[src/rtl/wb_cfg_arbiter.sv]
// rtl/wb_cfg_arbiter.sv - two-requester round-robin arbiter onto a Wishbone register bus
module wb_cfg_arbiter #(
    parameter int TIMEOUT = 255
) (
    input  logic        clk,
    input  logic        reset,
    input  logic [1:0]  rq_valid,
    input  logic [1:0]  rq_we,
    input  logic [15:0] rq_adr,
    input  logic [63:0] rq_wdata,
    output logic [1:0]  rq_ready,
    output logic [1:0]  rsp_valid,
    output logic [31:0] rsp_rdata,
    output logic        rsp_err,
    output logic [7:0]  wb_adr,
    output logic [31:0] wb_dat_i,
    output logic        wb_we,
    output logic        wb_stb,
    output logic        wb_cyc,
    input  logic [31:0] wb_dat_o,
    input  logic        wb_ack,
    input  logic        wb_intr,
    output logic        intr
);

    typedef enum logic [1:0] {
        S_IDLE,
        S_BUS,
        S_RESP
    } state_t;

    localparam logic [7:0] TMO_LAST = 8'(TIMEOUT - 1);

    state_t      state_q, state_d;
    logic [7:0]  cnt_q, cnt_d;
    logic        last_q, last_d;
    logic        owner_q, owner_d;
    logic [7:0]  adr_q, adr_d;
    logic        we_q, we_d;
    logic [31:0] wdata_q, wdata_d;
    logic [31:0] rdata_q, rdata_d;
    logic        err_q, err_d;
    logic        intr_q, intr_d;
    logic        gnt_idx;

    always_ff @(posedge clk) begin
        if (reset) begin
            state_q <= S_IDLE;
            cnt_q   <= 8'd0;
            last_q  <= 1'b1;
            owner_q <= 1'b0;
            adr_q   <= 8'd0;
            we_q    <= 1'b0;
            wdata_q <= 32'd0;
            rdata_q <= 32'd0;
            err_q   <= 1'b0;
            intr_q  <= 1'b0;
        end else begin
            state_q <= state_d;
            cnt_q   <= cnt_d;
            last_q  <= last_d;
            owner_q <= owner_d;
            adr_q   <= adr_d;
            we_q    <= we_d;
            wdata_q <= wdata_d;
            rdata_q <= rdata_d;
            err_q   <= err_d;
            intr_q  <= intr_d;
        end
    end

    // Both requesting: the one not served last wins; otherwise whichever is asking.
    always_comb begin
        if (rq_valid == 2'b11) begin
            gnt_idx = ~last_q;
        end else begin
            gnt_idx = rq_valid[1];
        end
    end

    always_comb begin
        state_d   = state_q;
        cnt_d     = cnt_q;
        last_d    = last_q;
        owner_d   = owner_q;
        adr_d     = adr_q;
        we_d      = we_q;
        wdata_d   = wdata_q;
        rdata_d   = rdata_q;
        err_d     = err_q;
        intr_d    = wb_intr;
        rq_ready  = 2'b00;
        rsp_valid = 2'b00;
        rsp_rdata = 32'd0;
        rsp_err   = 1'b0;
        wb_adr    = 8'd0;
        wb_dat_i  = 32'd0;
        wb_we     = 1'b0;
        wb_stb    = 1'b0;
        wb_cyc    = 1'b0;

        case (state_q)
            S_IDLE: begin
                if (rq_valid != 2'b00) begin
                    // Ready is masked during reset so a request is never seen as consumed.
                    if (!reset) begin
                        rq_ready = gnt_idx ? 2'b10 : 2'b01;
                    end
                    owner_d = gnt_idx;
                    last_d  = gnt_idx;
                    adr_d   = gnt_idx ? rq_adr[15:8] : rq_adr[7:0];
                    wdata_d = gnt_idx ? rq_wdata[63:32] : rq_wdata[31:0];
                    we_d    = rq_we[gnt_idx];
                    cnt_d   = 8'd0;
                    state_d = S_BUS;
                end
            end
            S_BUS: begin
                wb_cyc   = 1'b1;
                wb_stb   = 1'b1;
                wb_adr   = adr_q;
                wb_we    = we_q;
                wb_dat_i = wdata_q;
                if (wb_ack) begin
                    rdata_d = we_q ? 32'd0 : wb_dat_o;
                    err_d   = 1'b0;
                    state_d = S_RESP;
                end else if (cnt_q == TMO_LAST) begin
                    rdata_d = 32'd0;
                    err_d   = 1'b1;
                    state_d = S_RESP;
                end else begin
                    cnt_d = cnt_q + 8'd1;
                end
            end
            S_RESP: begin
                if (!reset) begin
                    rsp_valid = owner_q ? 2'b10 : 2'b01;
                    rsp_rdata = rdata_q;
                    rsp_err   = err_q;
                end
                state_d = S_IDLE;
            end
            default: begin
                state_d = S_IDLE;
            end
        endcase
    end

    assign intr = intr_q;

endmodule
[config.mk]
export PLATFORM = sky130hd
export DESIGN_NAME = wb_cfg_arbiter
export DESIGN_NICKNAME = d
export VERILOG_FILES = /design/src/rtl/wb_cfg_arbiter.sv
export SDC_FILE = /design/constraint.sdc
export NUM_CORES = 1
export LEC_CHECK = 0
export CELL_PAD_IN_SITES_DETAIL_PLACEMENT = 1
export CELL_PAD_IN_SITES_GLOBAL_PLACEMENT = 2
export CORE_MARGIN = 2
export CORE_UTILIZATION = 24
export CTS_CLUSTER_SIZE = 16
export DETAILED_ROUTE_END_ITERATION = 7
export GPL_TIMING_DRIVEN = 1
export PLACE_DENSITY_LB_ADDON = 0.2
export RECOVER_POWER = 100
export REMOVE_ABC_BUFFERS = 1
export SKIP_LAST_GASP = 1
export SLEW_MARGIN = 20
export SYNTH_ARGS = -nofsm -noshare
export SYNTH_HDL_FRONTEND = slang
export SYNTH_SLANG_ARGS = --single-unit
[constraint.sdc]
create_clock -name clk -period 3.7 [get_ports clk]
set_clock_uncertainty 0.2 [all_clocks]
set_input_delay 0.74 -clock clk [delete_from_list [all_inputs] [get_ports clk]]
set_output_delay 0.74 -clock clk [all_outputs]
set_load 0.03 [all_outputs]
==> results of run 1 <==
## cell usage after synthesis, drive strengths merged
master  instances
and4            1
a211oi         43
mux2i          43
a221oi          1
or2             1
a21oi          41
o31ai           3
or4             4
ha              2
clkbuf         23
and2           77
buf            20
nor3b           2
nor2b           3
nand2b          5
nand2          41
nand3           2
dfxtp          87
or3b            1
and3            2
a221o           1
and3b           1
a21o            1
nor2           42
nor3            3
inv             3
o21ai          35
a21boi          1
or3             2
nor4            3
## state kept, by name, summed over array words and instances (netlist names)
signal   cells
cnt_q        8
last_q       1
intr         1
state_q      2
adr_q        8
rdata_q     32
err_q        1
owner_q      1
wdata_q     32
we_q         1
## layer usage
| metal | wire length, µm | vias to the layer above |
|---|---|---|
| met4 | 221 | 0 |
| li1 | - | 2065 |
| met3 | 1360 | 15 |
| met5 | 0 | - |
| met1 | 5970 | 1852 |
| met2 | 5940 | 157 |
## stage by stage
step	setup slack [ps]	power [mW]	utilization (%)	setup TNS [ps]	instance area, µm²
6_report	242	2.48	38.0	0	6520
5_1_grt	137	2.63	38.0	0	6520
4_1_cts	291	2.54	38.3	0	6580
3_5_place_dp	293	1.61	36.6	0	6290
3_3_place_gp	360	1.60	36.6	0	6290
2_1_floorplan	-3330	1.33	-	-105400	3980
## worst min-delay path, delay by kind of cell (launching register included)
family         cells  cell delay [ps]
AO/OA/AOI/OAI      2              120
flip-flops         1              300
## kinds of logic after synthesis
group | synth area share [%]
adder cells (fa/ha/maj) | 0.598
buffers and inverters | 5.23
multiplexers | 10.3
AO/OA/AOI/OAI | 18.2
AND/OR/NAND/NOR | 24.0
flip-flops | 41.6
## worst paths after layout
kind / startpoint / endpoint / slack (ps) / cells after the start
setup / recovery: rq_valid[1] / rq_ready[0] / 240 / 5
hold / removal: rdata_q[25]$_SDFFE_PP0P_ / rdata_q[25]$_SDFFE_PP0P_ / 270 / 2
hold reg to reg: rdata_q[25]$_SDFFE_PP0P_ / rdata_q[25]$_SDFFE_PP0P_ / 270 / 2
setup reg to reg: last_q$_SDFFE_PP1P_ / wdata_q[27]$_SDFFE_PP0P_ / 1110 / 4
## report_power, final
group / internal [mW] / switching, mW
Clock: 0.539 / 0.368
Combinational: 0.253 / 0.273
Sequential: 1.01 / 0.0338
Total: 1.80 / 0.675
## area by class of cell
type | count | area (µm²) | area share (%)
multi-input cells | 361 | 2240 | 34.4
inverters | 3 | 11.3 | 0.173
well taps | 225 | 282 | 4.32
clock buffers | 12 | 246 | 3.78
flip-flops and latches | 87 | 1740 | 26.7
clock inverters | 4 | 45.0 | 0.691
repair buffers | 209 | 1950 | 30.0
==> flow_summary.yaml, run 1 <==
die:
  die_area_um2: 18500
  die_w_um: 136
  ios: 201
  start_util_pct: 24.4
  core_um2: 17200
  die_y_um: 136
  rows: 48
worst_setup_path:
  startpoint_type: "input pin"
  cp_top_family: "buffers and inverters"
  required_ps: 2760
  crit_buf_inv: 2
  worstSetupPathType: "in -> out"
  timing.critical_path.mode_cell: "dlygate4sd3_1"
  slowest_stage: "dlygate4sd3_1"
  cp_max_fo: 4
  cp-end-kind: "output pin"
  max_stage_delay_ps: 700
  path_cells: "dlygate4sd3_1, or2_2, nand2_1, nor3_1, dlygate4sd3_1"
  worstPathArrival_ps: 2520
clock_network:
  cts_tree: "built"
  cts_hold_buf: 0
  clock_path_buffers: 2
  cts_resized: 0
  cts_buffers: 9
  clk_pin_slew_ps: 60
  post_cts_buffers: 0
  worstSkewPairLatency_ps: 330
  h-tree-depth: 3
  root_buffer: "clkbuf_16"
  cts.sinks: 87
outcome:
  violations: "max-capacitance violations, max-slew violations"
  status: "finished with violations"
timing:
  fin_crit_sh_pct: 93.5
  worst_pin_slew_ps: 1790
  hold_viol_final: 0
  setup_viol: 0
  relSlewSlack_pct: -19.2
  fin_crit_ps: 3460
  holdWs_ps: 272
  drv_slew: 83
  fmax_ghz: 0.289
  rsz0062_at_grt: "no"
placement:
  dp_hpwl_um: 9780
  dp.cells: 885
  portBuffers: 200
  gp_congestion: 0.765
global_route:
  top_usage_layer: "met2"
  use_met2_pct: 22.9
  use_met3_pct: 5.70
  grt_pass1_wl_um: 21100
  grt_pass1_vias: 4166
  antenna_found_initial: 0
  grt_start_max_net_pins: 83
  grtUsageTotal_pct: 14.5
  use_met1_pct: 17.7
  grt_remaining_overflow: 0
synthesis:
  synthesis.area_um2: 4180
  synth.distinct_cells: 34
  ys_ff_latch: 87
  syn_avg_cell_area_um2: 8.47
  ys_seq_area_share_pct: 41.6
  ys_warn_count: 0
  syn_inst: 494
  synth_top_area_cell: "dfxtp_1"
  ys_top_cells_by_area: "dfxtp_1, and2_1, mux2i_1"
  yosys.area.top_type_share_pct: 41.6
power:
  power_density_nw_per_um2: 380
  ir_drop_mv: 0.232
  power_leakage_nw: 2.55
route:
  wire_per_inst_um: 15.0
  drc: 0
  ant_nets: 0
  viasPerCell: 4.54
  routed_wl_um: 13500
  first_pass_iters: 4
  drt_iter0_drc: 148
  vias: 4089
finish:
  nFillCells: 2009
  layout_common_cells: "clkdlybuf4s50_1, dfxtp_1, and2_1"
  final_nets: 793
  syn2layout_area_growth_pct: 55.8
  diodes: 0
  finalNonFillerCells: 901
  drive_gt1_share_pct: 7.69
  final_common_cell: "clkdlybuf4s50_1"
min_path:
  hp-class: "reg -> reg"
run:
  maxCapViolCount: 1
(Power assumes the default switching activity.)
==> run 2, diff against run 1 <==
--- a/config.mk
+++ b/config.mk
@@ -15,6 +15,7 @@
 export PLACE_DENSITY_LB_ADDON = 0.2
 export RECOVER_POWER = 100
 export REMOVE_ABC_BUFFERS = 1
+export SETUP_SLACK_MARGIN = 0.5
 export SKIP_LAST_GASP = 1
 export SLEW_MARGIN = 20
 export SYNTH_ARGS = -nofsm -noshare
==> run 2 against run 1 <==
The run still ends with max-capacitance violations, max-slew violations left; register-to-register slack hardly changed; via count is 0.64% higher; final cell count stayed put; combinational power is 3% lower; non-clock buffer count stayed put; clock power hardly changed; fmax is 5.6% higher; core utilization is 1.2 points lower; hold slack hardly changed; critical path depth stayed put; highest routed layer unchanged.
==> flow_summary.yaml, run 2 (synthesized netlist as in run 1, its figures left out) <==
worst_setup_path:
  rr_startpoint: "last_q$_SDFFE_PP1P_"
  startpoint_type: "input pin"
  worstSetupPathType: "in -> out"
  r2r-end: "wdata_q[27]$_SDFFE_PP0P_"
  cp_top_family: "buffers and inverters"
  cp-end-kind: "output pin"
  path_cells: "clkbuf_1, nor3b_4, clkbuf_2, and2_1, clkbuf_1"
  slowest_stage: "clkbuf_2"
  timing.critical_path.mode_cell: "clkbuf_1"
  rr_worst_depth: 4
  worstPathArrival_ps: 2340
  required_ps: 2760
  crit_buf_inv: 3
  cp_max_fo: 26
  max_stage_delay_ps: 450
  rrSetupSlack_ps: 1120
clock_network:
  root_buffer: "clkbuf_16"
  h-tree-depth: 3
  cts_tree: "built"
  worstSkewPairLatency_ps: 330
  cts.sinks: 87
  clock_path_buffers: 2
  cts_buffers: 9
  clk_pin_slew_ps: 60
  post_cts_buffers: 0
min_path:
  hold_depth: 2
  min_to: "rdata_q[25]$_SDFFE_PP0P_"
  hp-class: "reg -> reg"
  hold_path_startpoint: "rdata_q[25]$_SDFFE_PP0P_"
route:
  wire_per_inst_um: 15.0
  wl_met2_um: 6120
  ant_nets: 0
  wl_met1_um: 5920
  wl_met3_um: 1300
  vias: 4115
  drc: 0
  viasPerCell: 4.57
  first_pass_iters: 4
  top_layer: "met4"
  routed_wl_um: 13500
  drt_iter0_drc: 140
power:
  power_mw: 2.46
  ir_drop_mv: 0.232
  power_leakage_nw: 2.36
  power_density_nw_per_um2: 390
outcome:
  violations: "max-capacitance violations, max-slew violations"
  status: "finished with violations"
global_route:
  grt_remaining_overflow: 0
  grt_start_max_net_pins: 83
  antenna_found_initial: 0
  grtUsageTotal_pct: 14.5
  grt_pass1_wl_um: 21100
  grt_pass1_vias: 4166
die:
  die_w_um: 136
  rows: 48
  die_area_um2: 18500
  start_util_pct: 24.4
  ios: 201
  die_y_um: 136
  core_um2: 17200
finish:
  final_common_cell: "clkdlybuf4s50_1"
  final_nets: 793
  layout_common_cells: "clkdlybuf4s50_1, dfxtp_1, and2_1"
  finalNonFillerCells: 901
  final_core_util_pct: 36.7
  drive_gt1_share_pct: 7.69
  diodes: 0
  final_design_area_no_fill_um2: 6310
  syn2layout_area_growth_pct: 50.9
  largestRegisters: "rdata_q x32, wdata_q x32"
placement:
  portBuffers: 200
  dp.cells: 885
  placed_cell_area_um2: 6290
  gp_congestion: 0.765
  dp_hpwl_um: 9780
timing:
  relSlewSlack_pct: -19.2
  fin_crit_ps: 3280
  hold_viol_final: 0
  worst_pin_slew_ps: 1790
  drv_slew: 83
  setup_viol: 0
  fin_crit_sh_pct: 88.5
  rsz0062_at_grt: "no"
  fmax_ghz: 0.305
  final.setup.tns_ps: 0
run:
  maxCapViolCount: 1
==> run 2: layout make-up <==
type                            count  area [µm²]
Tap cell                          225         282
Fill cell                        2027       10900
Inverter                            3        11.3
Clock inverter                      4        45.0
Multi-Input combinational cell    361        2250
Sequential cell                    87        1740
Timing Repair Buffer              209        1740
Clock buffer                       12         246
==> run 2: per-layer routing <==
metal | global-route usage, % | vias up
li1 | - | 2067
met1 | 17.7 | 1879
met2 | 22.9 | 155
met3 | 5.70 | 14
met4 | 5.67 | 0
met5 | 0 | -
==> run 2: worst max path at each step <==
| stage | start | end | cells after the start |
|---|---|---|---|
| 4_1_cts | state_q[0]$_SDFFE_PP0P_ | wb_dat_i[28] | 5 |
| 3_3_place_gp | rq_valid[0] | rq_ready[0] | 5 |
| 5_1_grt | rq_valid[1] | wdata_q[15]$_SDFFE_PP0P_ | 5 |
| 3_5_place_dp | rq_valid[0] | rq_ready[0] | 5 |
| 6_report | reset | rsp_rdata[23] | 5 |
| 2_1_floorplan | rq_valid[1] | rq_ready[0] | 2 |
==> run 2: repair_timing <==
action,CTS,global route
gates cloned,0,0
pin swaps,0,0
setup endpoints to repair,26,39
resized for setup,3,37
hold buffers,0,0
==> run 2: worst min-delay path, delay by kind of cell (launching register included) <==
family | cells | cell delay (ps)
AO/OA/AOI/OAI | 2 | 120
flip-flops | 1 | 300
==> run 2: stage by stage <==
stage / hold slack (ps) / setup WS [ps]
global placement: 256 / 360
CTS: 274 / 534
detailed placement: 265 / 293
finish: 272 / 425
floorplan: 241 / -3330
global route: 298 / 251
==> run 2: report_power, final <==
group	switching [mW]	total, mW	leakage (nW)	internal [mW]
Sequential	0.0344	1.04	0.715	1.01
Combinational	0.275	0.510	1.50	0.236
Clock	0.367	0.906	0.146	0.539
